==> src/rtl/intmatmul_host_if.sv <==
// Operand stream, result stream and matrix-multiply slave bus for intmatmul_host.
interface intmatmul_host_if #(
  parameter int unsigned pWordSize = 4
);
  logic [pWordSize-1:0] InData;
  logic                 InValid;
  logic                 InReady;
  logic [pWordSize-1:0] ResData;
  logic                 ResValid;
  logic                 ResReady;
  logic                 BusRD;
  logic                 BusWR;
  logic [14:0]          BusAddr;
  logic [31:0]          BusWData;
  logic [31:0]          BusRData;

  modport master (
    input  InData, InValid, ResReady, BusRData,
    output InReady, ResData, ResValid, BusRD, BusWR, BusAddr, BusWData
  );

  modport slave (
    output InData, InValid, ResReady, BusRData,
    input  InReady, ResData, ResValid, BusRD, BusWR, BusAddr, BusWData
  );
endinterface

==> src/rtl/intmatmul_host.sv <==
// Host sequencer: streams an N x N matrix and N-vector into a matrix-multiply
// slave, waits, then reads back and emits the N result elements one by one.
module intmatmul_host #(
  parameter int unsigned pVectorSize = 4,
  parameter int unsigned pWordSize   = 4,
  parameter int unsigned pWaitCycles = 2
) (
  input  logic Clk,
  input  logic Reset,
  input  logic Start,
  output logic Busy,
  output logic Done,
  intmatmul_host_if.master io
);
  localparam int unsigned NN = pVectorSize * pVectorSize;
  localparam int unsigned CW = $clog2(NN + 1);
  localparam int unsigned KW = (pVectorSize > 1) ? $clog2(pVectorSize) : 1;

  typedef enum logic [2:0] {IDLE, LOADM, LOADV, WAIT, RDREQ, RDCAP, EMIT, FIN} state_t;

  state_t               state, state_n;
  logic [CW-1:0]        cnt, cnt_n;
  logic [KW-1:0]        k, k_n;
  logic [3:0]           wcnt, wcnt_n;
  logic                 bus_rd, bus_rd_n, bus_wr, bus_wr_n;
  logic [14:0]          bus_addr, bus_addr_n;
  logic [31:0]          bus_wdata, bus_wdata_n;
  logic [pWordSize-1:0] res_data, res_data_n;
  logic                 res_valid, res_valid_n;
  logic                 done, done_n;
  logic                 in_ready, accept;
  logic                 unused_rdata;

  assign in_ready = (state == LOADM) || (state == LOADV);
  assign accept   = in_ready && io.InValid;
  assign unused_rdata = ^io.BusRData;

  // Registered outputs are computed from the upcoming state so that each
  // strobe lines up with the state it belongs to.
  always_comb begin
    state_n     = state;
    cnt_n       = cnt;
    k_n         = k;
    wcnt_n      = wcnt;
    bus_rd_n    = 1'b0;
    bus_wr_n    = 1'b0;
    bus_addr_n  = bus_addr;
    bus_wdata_n = bus_wdata;
    res_data_n  = res_data;
    res_valid_n = res_valid;
    done_n      = 1'b0;
    unique case (state)
      IDLE: begin
        if (Start) begin
          state_n = LOADM;
          cnt_n   = '0;
          k_n     = '0;
        end
      end
      LOADM: begin
        if (accept) begin
          bus_wr_n    = 1'b1;
          bus_addr_n  = 15'd0;
          bus_wdata_n = 32'(io.InData);
          if (cnt == CW'(NN - 1)) begin
            state_n = LOADV;
            cnt_n   = '0;
          end else begin
            cnt_n = cnt + 1'b1;
          end
        end
      end
      LOADV: begin
        if (accept) begin
          bus_wr_n    = 1'b1;
          bus_addr_n  = 15'd1;
          bus_wdata_n = 32'(io.InData);
          if (cnt == CW'(pVectorSize - 1)) begin
            state_n = WAIT;
            cnt_n   = '0;
            wcnt_n  = '0;
          end else begin
            cnt_n = cnt + 1'b1;
          end
        end
      end
      WAIT: begin
        if (wcnt == 4'(pWaitCycles)) begin
          state_n    = RDREQ;
          k_n        = '0;
          bus_rd_n   = 1'b1;
          bus_addr_n = '0;
        end else begin
          wcnt_n = wcnt + 1'b1;
        end
      end
      RDREQ: begin
        state_n    = RDCAP;
        bus_rd_n   = 1'b1;
        bus_addr_n = 15'(k);
      end
      RDCAP: begin
        state_n     = EMIT;
        res_data_n  = io.BusRData[pWordSize-1:0];
        res_valid_n = 1'b1;
      end
      EMIT: begin
        if (io.ResReady) begin
          res_valid_n = 1'b0;
          if (k == KW'(pVectorSize - 1)) begin
            state_n = FIN;
            done_n  = 1'b1;
          end else begin
            k_n        = k + 1'b1;
            state_n    = RDREQ;
            bus_rd_n   = 1'b1;
            bus_addr_n = 15'(k + 1'b1);
          end
        end
      end
      FIN: state_n = IDLE;
      default: state_n = IDLE;
    endcase
  end

  always_ff @(posedge Clk) begin
    if (Reset) begin
      state     <= IDLE;
      cnt       <= '0;
      k         <= '0;
      wcnt      <= '0;
      bus_rd    <= 1'b0;
      bus_wr    <= 1'b0;
      bus_addr  <= '0;
      bus_wdata <= '0;
      res_data  <= '0;
      res_valid <= 1'b0;
      done      <= 1'b0;
    end else begin
      state     <= state_n;
      cnt       <= cnt_n;
      k         <= k_n;
      wcnt      <= wcnt_n;
      bus_rd    <= bus_rd_n;
      bus_wr    <= bus_wr_n;
      bus_addr  <= bus_addr_n;
      bus_wdata <= bus_wdata_n;
      res_data  <= res_data_n;
      res_valid <= res_valid_n;
      done      <= done_n;
    end
  end

  assign Busy        = (state != IDLE);
  assign Done        = done;
  assign io.InReady  = in_ready;
  assign io.BusRD    = bus_rd;
  assign io.BusWR    = bus_wr;
  assign io.BusAddr  = bus_addr;
  assign io.BusWData = bus_wdata;
  assign io.ResData  = res_data;
  assign io.ResValid = res_valid;
endmodule

==> src/flat_wrapper.sv <==
// flat-port wrapper written by rule: the top's interface ports become plain ports
module intmatmul_host_flat 
#(
  parameter int unsigned pVectorSize = 4,
  parameter int unsigned pWordSize   = 4,
  parameter int unsigned pWaitCycles = 2
)
  (Clk, Reset, Start, Busy, Done, io_InData, io_InValid, io_ResReady, io_BusRData, io_InReady, io_ResData, io_ResValid, io_BusRD, io_BusWR, io_BusAddr, io_BusWData);
  intmatmul_host_if #(.pWordSize(pWordSize)) io_i ();
  input  logic Clk;
  input  logic Reset;
  input  logic Start;
  output logic Busy;
  output logic Done;
  input wire logic [$bits(io_i.InData)-1:0] io_InData;
  input wire logic [$bits(io_i.InValid)-1:0] io_InValid;
  input wire logic [$bits(io_i.ResReady)-1:0] io_ResReady;
  input wire logic [$bits(io_i.BusRData)-1:0] io_BusRData;
  output wire logic [$bits(io_i.InReady)-1:0] io_InReady;
  output wire logic [$bits(io_i.ResData)-1:0] io_ResData;
  output wire logic [$bits(io_i.ResValid)-1:0] io_ResValid;
  output wire logic [$bits(io_i.BusRD)-1:0] io_BusRD;
  output wire logic [$bits(io_i.BusWR)-1:0] io_BusWR;
  output wire logic [$bits(io_i.BusAddr)-1:0] io_BusAddr;
  output wire logic [$bits(io_i.BusWData)-1:0] io_BusWData;
  assign io_i.InData = io_InData;
  assign io_i.InValid = io_InValid;
  assign io_i.ResReady = io_ResReady;
  assign io_i.BusRData = io_BusRData;
  assign io_InReady = io_i.InReady;
  assign io_ResData = io_i.ResData;
  assign io_ResValid = io_i.ResValid;
  assign io_BusRD = io_i.BusRD;
  assign io_BusWR = io_i.BusWR;
  assign io_BusAddr = io_i.BusAddr;
  assign io_BusWData = io_i.BusWData;
  intmatmul_host #(.pVectorSize(pVectorSize), .pWordSize(pWordSize), .pWaitCycles(pWaitCycles)) u_core (.Clk(Clk), .Reset(Reset), .Start(Start), .Busy(Busy), .Done(Done), .io(io_i));
endmodule
==> config.mk <==
export PLATFORM = sky130hd
export DESIGN_NAME = intmatmul_host_flat
export DESIGN_NICKNAME = d
export VERILOG_FILES = /design/src/rtl/intmatmul_host_if.sv /design/src/rtl/intmatmul_host.sv /design/src/flat_wrapper.sv
export SDC_FILE = /design/constraint.sdc
export NUM_CORES = 1
export LEC_CHECK = 0
export CORE_MARGIN = 4
export CORE_UTILIZATION = 40
export DETAILED_ROUTE_END_ITERATION = 7
export PLACE_DENSITY = 0.81
export SLEW_MARGIN = 20
export SYNTH_ARGS = -nofsm -noshare
export SYNTH_HDL_FRONTEND = slang
export SYNTH_SLANG_ARGS = --single-unit
==> constraint.sdc <==
create_clock -name Clk -period 2.25 [get_ports Clk]
set_input_delay 0.45 -clock Clk [delete_from_list [all_inputs] [get_ports Clk]]
set_output_delay 0.45 -clock Clk [all_outputs]
set_load 0.1 [all_outputs]
==> impl_metrics.py, run 1 <==
metrics = {
    "pwr": {
        "switchingPower_mw": 1.08,
        "pwr-share-clk": 0.195,
        "p_per_area_mw_per_mm2": 1010,
        "switching_share": 0.496,
        "total_power_mw": 2.18,
        "vdd.ir_drop.worst_v": 0.000760,
        "leakage_nw": 0.898,
        "power_frac_comb": 0.528,
        "p_int_mw": 1.10,
        "seqPwrFrac": 0.276,
    },
    "timing": {
        "fin_tns_setup_ps": 0,
        "relSlewSlack": 0.577,
        "finalCritPeriodShare": 0.890,
        "fmax_mhz": 499,
        "finalHoldViolCount": 0,
        "hold_ws_ps": 457,
        "timing.final.crit_period_ps": 2000,
        "fin_skew_ps": 3.60,
        "maxSlewViolCount": 0,
        "rsz0062_at_grt": "false",
        "timing.final.ws_setup_ps": 247,
        "worstMarginPinSlew_ps": 633,
        "setup_violations": 0,
    },
    "clock_tree": {
        "htree_levels": 2,
        "ctsRootBufferMaster": "clkbuf_8",
        "cts-buffers-inserted": 5,
        "postCtsResizedCells": 0,
        "clk_pin_slew_ps": 60,
        "holdBufCountCts": 0,
        "tritoncts": "done",
        "postCtsSetupBuffers": 0,
        "numClockSinks": 29,
        "clock_latency_ps": 280,
        "clockBufferDepth": 2,
    },
    "drt": {
        "via_per_inst": 5.23,
        "totalWireLength_um": 3860,
        "drt_iter0_drc": 76,
        "detail-route-antenna-nets": 0,
        "post_drt_wl_per_cell_um": 12.7,
        "firstDrtPassIters": 4,
        "drc": 0,
        "dr_total_vias": 1591,
    },
    "synth": {
        "synth_cells": 221,
        "synth.avg_cell_area_um2": 8.51,
        "synth_seq_cells": 29,
        "syn_area_mm2": 0.00188,
        "synth_area_leaders": "dfxtp_1, buf_4, a21oi_1",
        "synth-async-reset-ratio": 0,
        "yosysTopAreaCellShare": 0.309,
        "synth_warnings": 0,
        "synth_cell_types": 49,
        "ys_seq_area_frac": 0.309,
        "yosysTopAreaCell": "dfxtp_1",
        "synth-edff-count": 0,
        "synth-main-ff-cell": "dfxtp_1",
    },
    "global_route": {
        "grt_pass1_wl_um": 6470,
        "antenna_found_initial": 0,
        "grt_start_max_net_pins": 19,
        "grt-ovfl-total": 0,
        "track_usage": 0.134,
        "grt_pass1_vias": 1431,
    },
    "finish": {
        "layout_common_cells": "conb_1, dfxtp_1, buf_4, a21oi_1, nand2_1",
        "nFillCells": 426,
        "fin_util": 0.484,
        "multi_input_area_mm2": 0.00105,
        "drive_above_1_share": 0.175,
        "area_growth_pct": 14.3,
        "regArea_um2": 581,
        "final_common_cell": "conb_1",
        "finalInstanceArea_mm2": 0.00215,
        "layout.cells.non_filler": 304,
        "antennaDiodeCount": 0,
        "final_nets": 299,
    },
    "status": {
        "status": "finished clean",
    },
    "placement": {
        "io_buffers": 29,
        "place_congestion": 0.803,
        "dpl_cell_area_mm2": 0.00206,
        "place_ws_ps": 132,
        "dp_hpwl_um": 2930,
        "placed_cells": 297,
    },
    "die": {
        "dieArea_mm2": 0.00587,
        "core_area_mm2": 0.00444,
        "num_rows": 24,
        "initial_core_util": 0.423,
        "die_y_um": 76.6,
        "fp.dieW_um": 76.6,
        "ios": 98,
    },
    "worst_setup_path": {
        "crit_path_end_kind": "output port",
        "critPathLaunchType": "flop",
        "crit_type": "flop to output port",
        "arrival_ps": 1550,
        "cp.required_ps": 1800,
        "crit_fanout": 18,
    },
    "run": {
        "drv_cap": 0,
    },
    "hold_path": {
        "hold_path_class": "flop to flop",
    },
}
## synthesized netlist by cell type (3+ instances only)
cell / n
buf_4: 41
dfxtp_1: 29
a21oi_1: 18
nand2_1: 14
inv_1: 10
nand3_1: 9
nor2_1: 9
mux2i_1: 8
o21ai_0: 7
ha_1: 6
nand4_1: 6
clkbuf_1: 5
nand2b_1: 5
o41ai_1: 4
buf_2: 3
nor3_1: 3
o311ai_0: 3
or3_1: 3
## layer usage
layer,track usage,routed length [um]
met5,0,0
met4,0.0743,106
met3,0.0414,333
met2,0.226,1850
met1,0.150,1570
## flip-flops by register name, indices dropped and copies added (netlist names)
name / cells
u_core.Done: 1
u_core.cnt: 5
u_core.io.BusAddr: 3
u_core.io.BusRD: 1
u_core.io.BusWData: 4
u_core.io.BusWR: 1
u_core.io.ResData: 4
u_core.io.ResValid: 1
u_core.k: 2
u_core.state: 3
u_core.wcnt: 4
## worst max-delay path: stages (launching register included)
cell and delay, ps:
dfxtp_1 720, buf_4 300, nor2_2 70, buf_12 170
## power groups by stage
stage	Sequential, mW	Combinational (mW)	Clock (mW)
6_report	0.603	1.15	0.426
5_1_grt	0.612	1.20	0.458
4_1_cts	0.603	1.15	0.435
3_5_place_dp	0.614	1.15	0
3_3_place_gp	0.613	1.14	0
2_1_floorplan	0.702	0.888	0
## cells by family after synthesis
kind of cell | after synthesis | share of synthesized area
muxes | 10 | 0.0545
and+or+nand+nor | 66 | 0.215
AOI/OAI and AO/OA | 45 | 0.156
other | 1 | 0.00199
xor gates and xnor gates | 2 | 0.0133
adders and majority gates | 6 | 0.0399
buffers and inverters | 62 | 0.211
DFF | 29 | 0.309
## worst paths after layout
path | start | to | slack, ps | depth (start not counted)
setup / recovery | u_core.state[2]$_SDFFE_PP0P_ | io_InReady | 250 | 3
hold / removal | u_core.io.ResData[1]$_SDFFE_PP0P_ | u_core.io.ResData[1]$_SDFFE_PP0P_ | 460 | 2
setup reg to reg | u_core.state[2]$_SDFFE_PP0P_ | u_core.io.BusAddr[0]$_SDFFE_PP0P_ | 360 | 4
hold reg to reg | u_core.io.ResData[1]$_SDFFE_PP0P_ | u_core.io.ResData[1]$_SDFFE_PP0P_ | 460 | 2
## final cells by class
class / instances / share of cell area
Multi-Input combinational cell: 169 / 0.489
Tap cell: 52 / 0.0303
Sequential cell: 29 / 0.270
Timing Repair Buffer: 36 / 0.151
Clock buffer: 7 / 0.0401
Inverter: 11 / 0.0192
(Power assumes the default switching activity.)
==> inputs of run 2 (changes only) <==
Settings changed: PLACE_DENSITY 0.81 to 0.91.
==> impl_metrics.py, run 2 (synthesis gave the netlist of run 1 again) <==
metrics = {
    "clock_tree": {
        "tritoncts": "done",
        "clk_pin_slew_ps": 60,
        "clockBufferDepth": 2,
        "ctsRootBufferMaster": "clkbuf_8",
        "clock_latency_ps": 280,
        "postCtsResizedCells": 0,
        "numClockSinks": 29,
        "postCtsSetupBuffers": 0,
        "cts-buffers-inserted": 5,
        "holdBufCountCts": 0,
        "htree_levels": 2,
    },
    "pwr": {
        "switchingPower_mw": 1.11,
        "p_per_area_mw_per_mm2": 1010,
        "p_int_mw": 1.09,
        "pwr-share-clk": 0.188,
        "leakage_nw": 0.915,
        "switching_share": 0.504,
        "total_power_mw": 2.20,
        "seqPwrFrac": 0.277,
        "power_frac_comb": 0.535,
        "vdd.ir_drop.worst_v": 0.000622,
    },
    "timing": {
        "maxSlewViolCount": 0,
        "relSlewSlack": 0.637,
        "rsz0062_at_grt": "false",
        "timing.final.crit_period_ps": 1980,
        "fin_skew_ps": 4.10,
        "finalCritPeriodShare": 0.878,
        "worstMarginPinSlew_ps": 543,
        "setup_violations": 0,
        "fmax_mhz": 506,
        "fin_tns_setup_ps": 0,
        "finalHoldViolCount": 0,
    },
    "worst_setup_path": {
        "arrival_ps": 1530,
        "critPathLaunchType": "flop",
        "cp.required_ps": 1800,
        "crit_path_max_incr_delay_ps": 660,
        "crit_buf_inv": 1,
        "crit_type": "flop to output port",
        "crit_cells": 3,
        "crit_slowest_cell": "dfxtp_1",
        "worstPathCellList": "xnor2_2 > nor2_2 > buf_12",
        "crit_path_end_kind": "output port",
        "reg2reg_depth": 5,
        "cpLargestDelayFamily": "flip-flops",
        "crit_fanout": 15,
    },
    "finish": {
        "layout_common_cells": "conb_1, dfxtp_1, buf_4, a21oi_1, nand2_1",
        "largest_register_ffs": 5,
        "area_growth_pct": 15.3,
        "drive_above_1_share": 0.188,
        "final_nets": 302,
        "final_common_cell": "conb_1",
        "nFillCells": 409,
        "top_register": "u_core.cnt",
        "antennaDiodeCount": 0,
    },
    "global_route": {
        "track_usage": 0.125,
        "grt_start_max_net_pins": 16,
        "grt_pass1_wl_um": 6090,
        "grt-ovfl-total": 0,
        "antenna_found_initial": 0,
        "grt_pass1_vias": 1395,
    },
    "placement": {
        "dp_hpwl_um": 2960,
        "place_congestion": 0.851,
        "io_buffers": 29,
    },
    "die": {
        "dieArea_mm2": 0.00587,
        "num_rows": 24,
        "die_y_um": 76.6,
        "initial_core_util": 0.423,
        "ios": 98,
        "core_area_mm2": 0.00444,
        "fp.dieW_um": 76.6,
    },
    "drt": {
        "firstDrtPassIters": 4,
        "dr_total_vias": 1574,
        "detail-route-antenna-nets": 0,
        "drc": 0,
        "drt_iter0_drc": 56,
        "via_per_inst": 5.11,
        "totalWireLength_um": 3840,
        "post_drt_wl_per_cell_um": 12.5,
    },
    "status": {
        "status": "finished clean",
    },
    "run": {
        "drv_cap": 0,
    },
    "hold_path": {
        "hold_path_depth": 2,
        "hold_path_class": "flop to flop",
    },
}
==> run 2: cell count changes in the layout (fill, tap and decap cells not counted), sizes merged <==
cell	delta
buf	+3
clkinv	+2
clkbuf	-1
==> run 2: cell type report <==
| class | instances | area, um2 | share of cell area |
|---|---|---|---|
| repair buffers | 39 | 348 | 0.160 |
| inverters | 11 | 41.3 | 0.0190 |
| multi-input cells | 169 | 1050 | 0.485 |
| clock inverters | 2 | 10.0 | 0.00461 |
| flip-flops and latches | 29 | 581 | 0.268 |
| clock buffers | 6 | 72.6 | 0.0334 |
| well taps | 52 | 65.1 | 0.0300 |
==> run 2: power groups by stage <==
stage                     combinational [mW]  clock, mW  sequential (mW)
after global routing                    1.23      0.447            0.618
final                                   1.17      0.412            0.609
after global placement                  1.15          0            0.618
after floorplan                        0.888          0            0.702
after CTS                               1.17      0.418            0.609
after detailed placement                1.17          0            0.620
==> run 2: stage by stage <==
step	utilization	instance area (um2)	setup slack (ps)	instances	hold WS [ps]
floorplan	-	2030	106	260	454
global placement	0.470	2090	169	300	449
detailed placement	0.470	2090	127	300	451
CTS	0.488	2170	291	308	460
global route	0.488	2170	162	308	477
finish	0.488	2170	275	308	457
==> run 2: routing by layer <==
| metal | vias to the layer above | wire length (um) | part of all wire | global-route usage |
|---|---|---|---|---|
| met5 | - | 0 | 0 | 0 |
| met4 | 0 | 74 | 0.019 | 0.0707 |
| met3 | 10 | 321 | 0.084 | 0.0426 |
| met2 | 72 | 1870 | 0.49 | 0.209 |
| met1 | 724 | 1570 | 0.41 | 0.138 |
| li1 | 768 | - | - | - |
==> run 2: worst paths after layout <==
kind	start	slack [ps]	end
setup / recovery	u_core.state[1]$_SDFFE_PP0P_	270	io_InReady
setup reg to reg	u_core.state[1]$_SDFFE_PP0P_	320	u_core.io.BusAddr[0]$_SDFFE_PP0P_
hold reg to reg	u_core.io.ResData[3]$_SDFFE_PP0P_	460	u_core.io.ResData[3]$_SDFFE_PP0P_
hold / removal	u_core.io.ResData[3]$_SDFFE_PP0P_	460	u_core.io.ResData[3]$_SDFFE_PP0P_
==> run 2: worst reg2reg max path: stages (launching register included) <==
cell and delay (ps):
dfxtp_1 660, xnor2_2 230, o32ai_2 150, buf_4 180, o311ai_0 400, o41ai_1 160
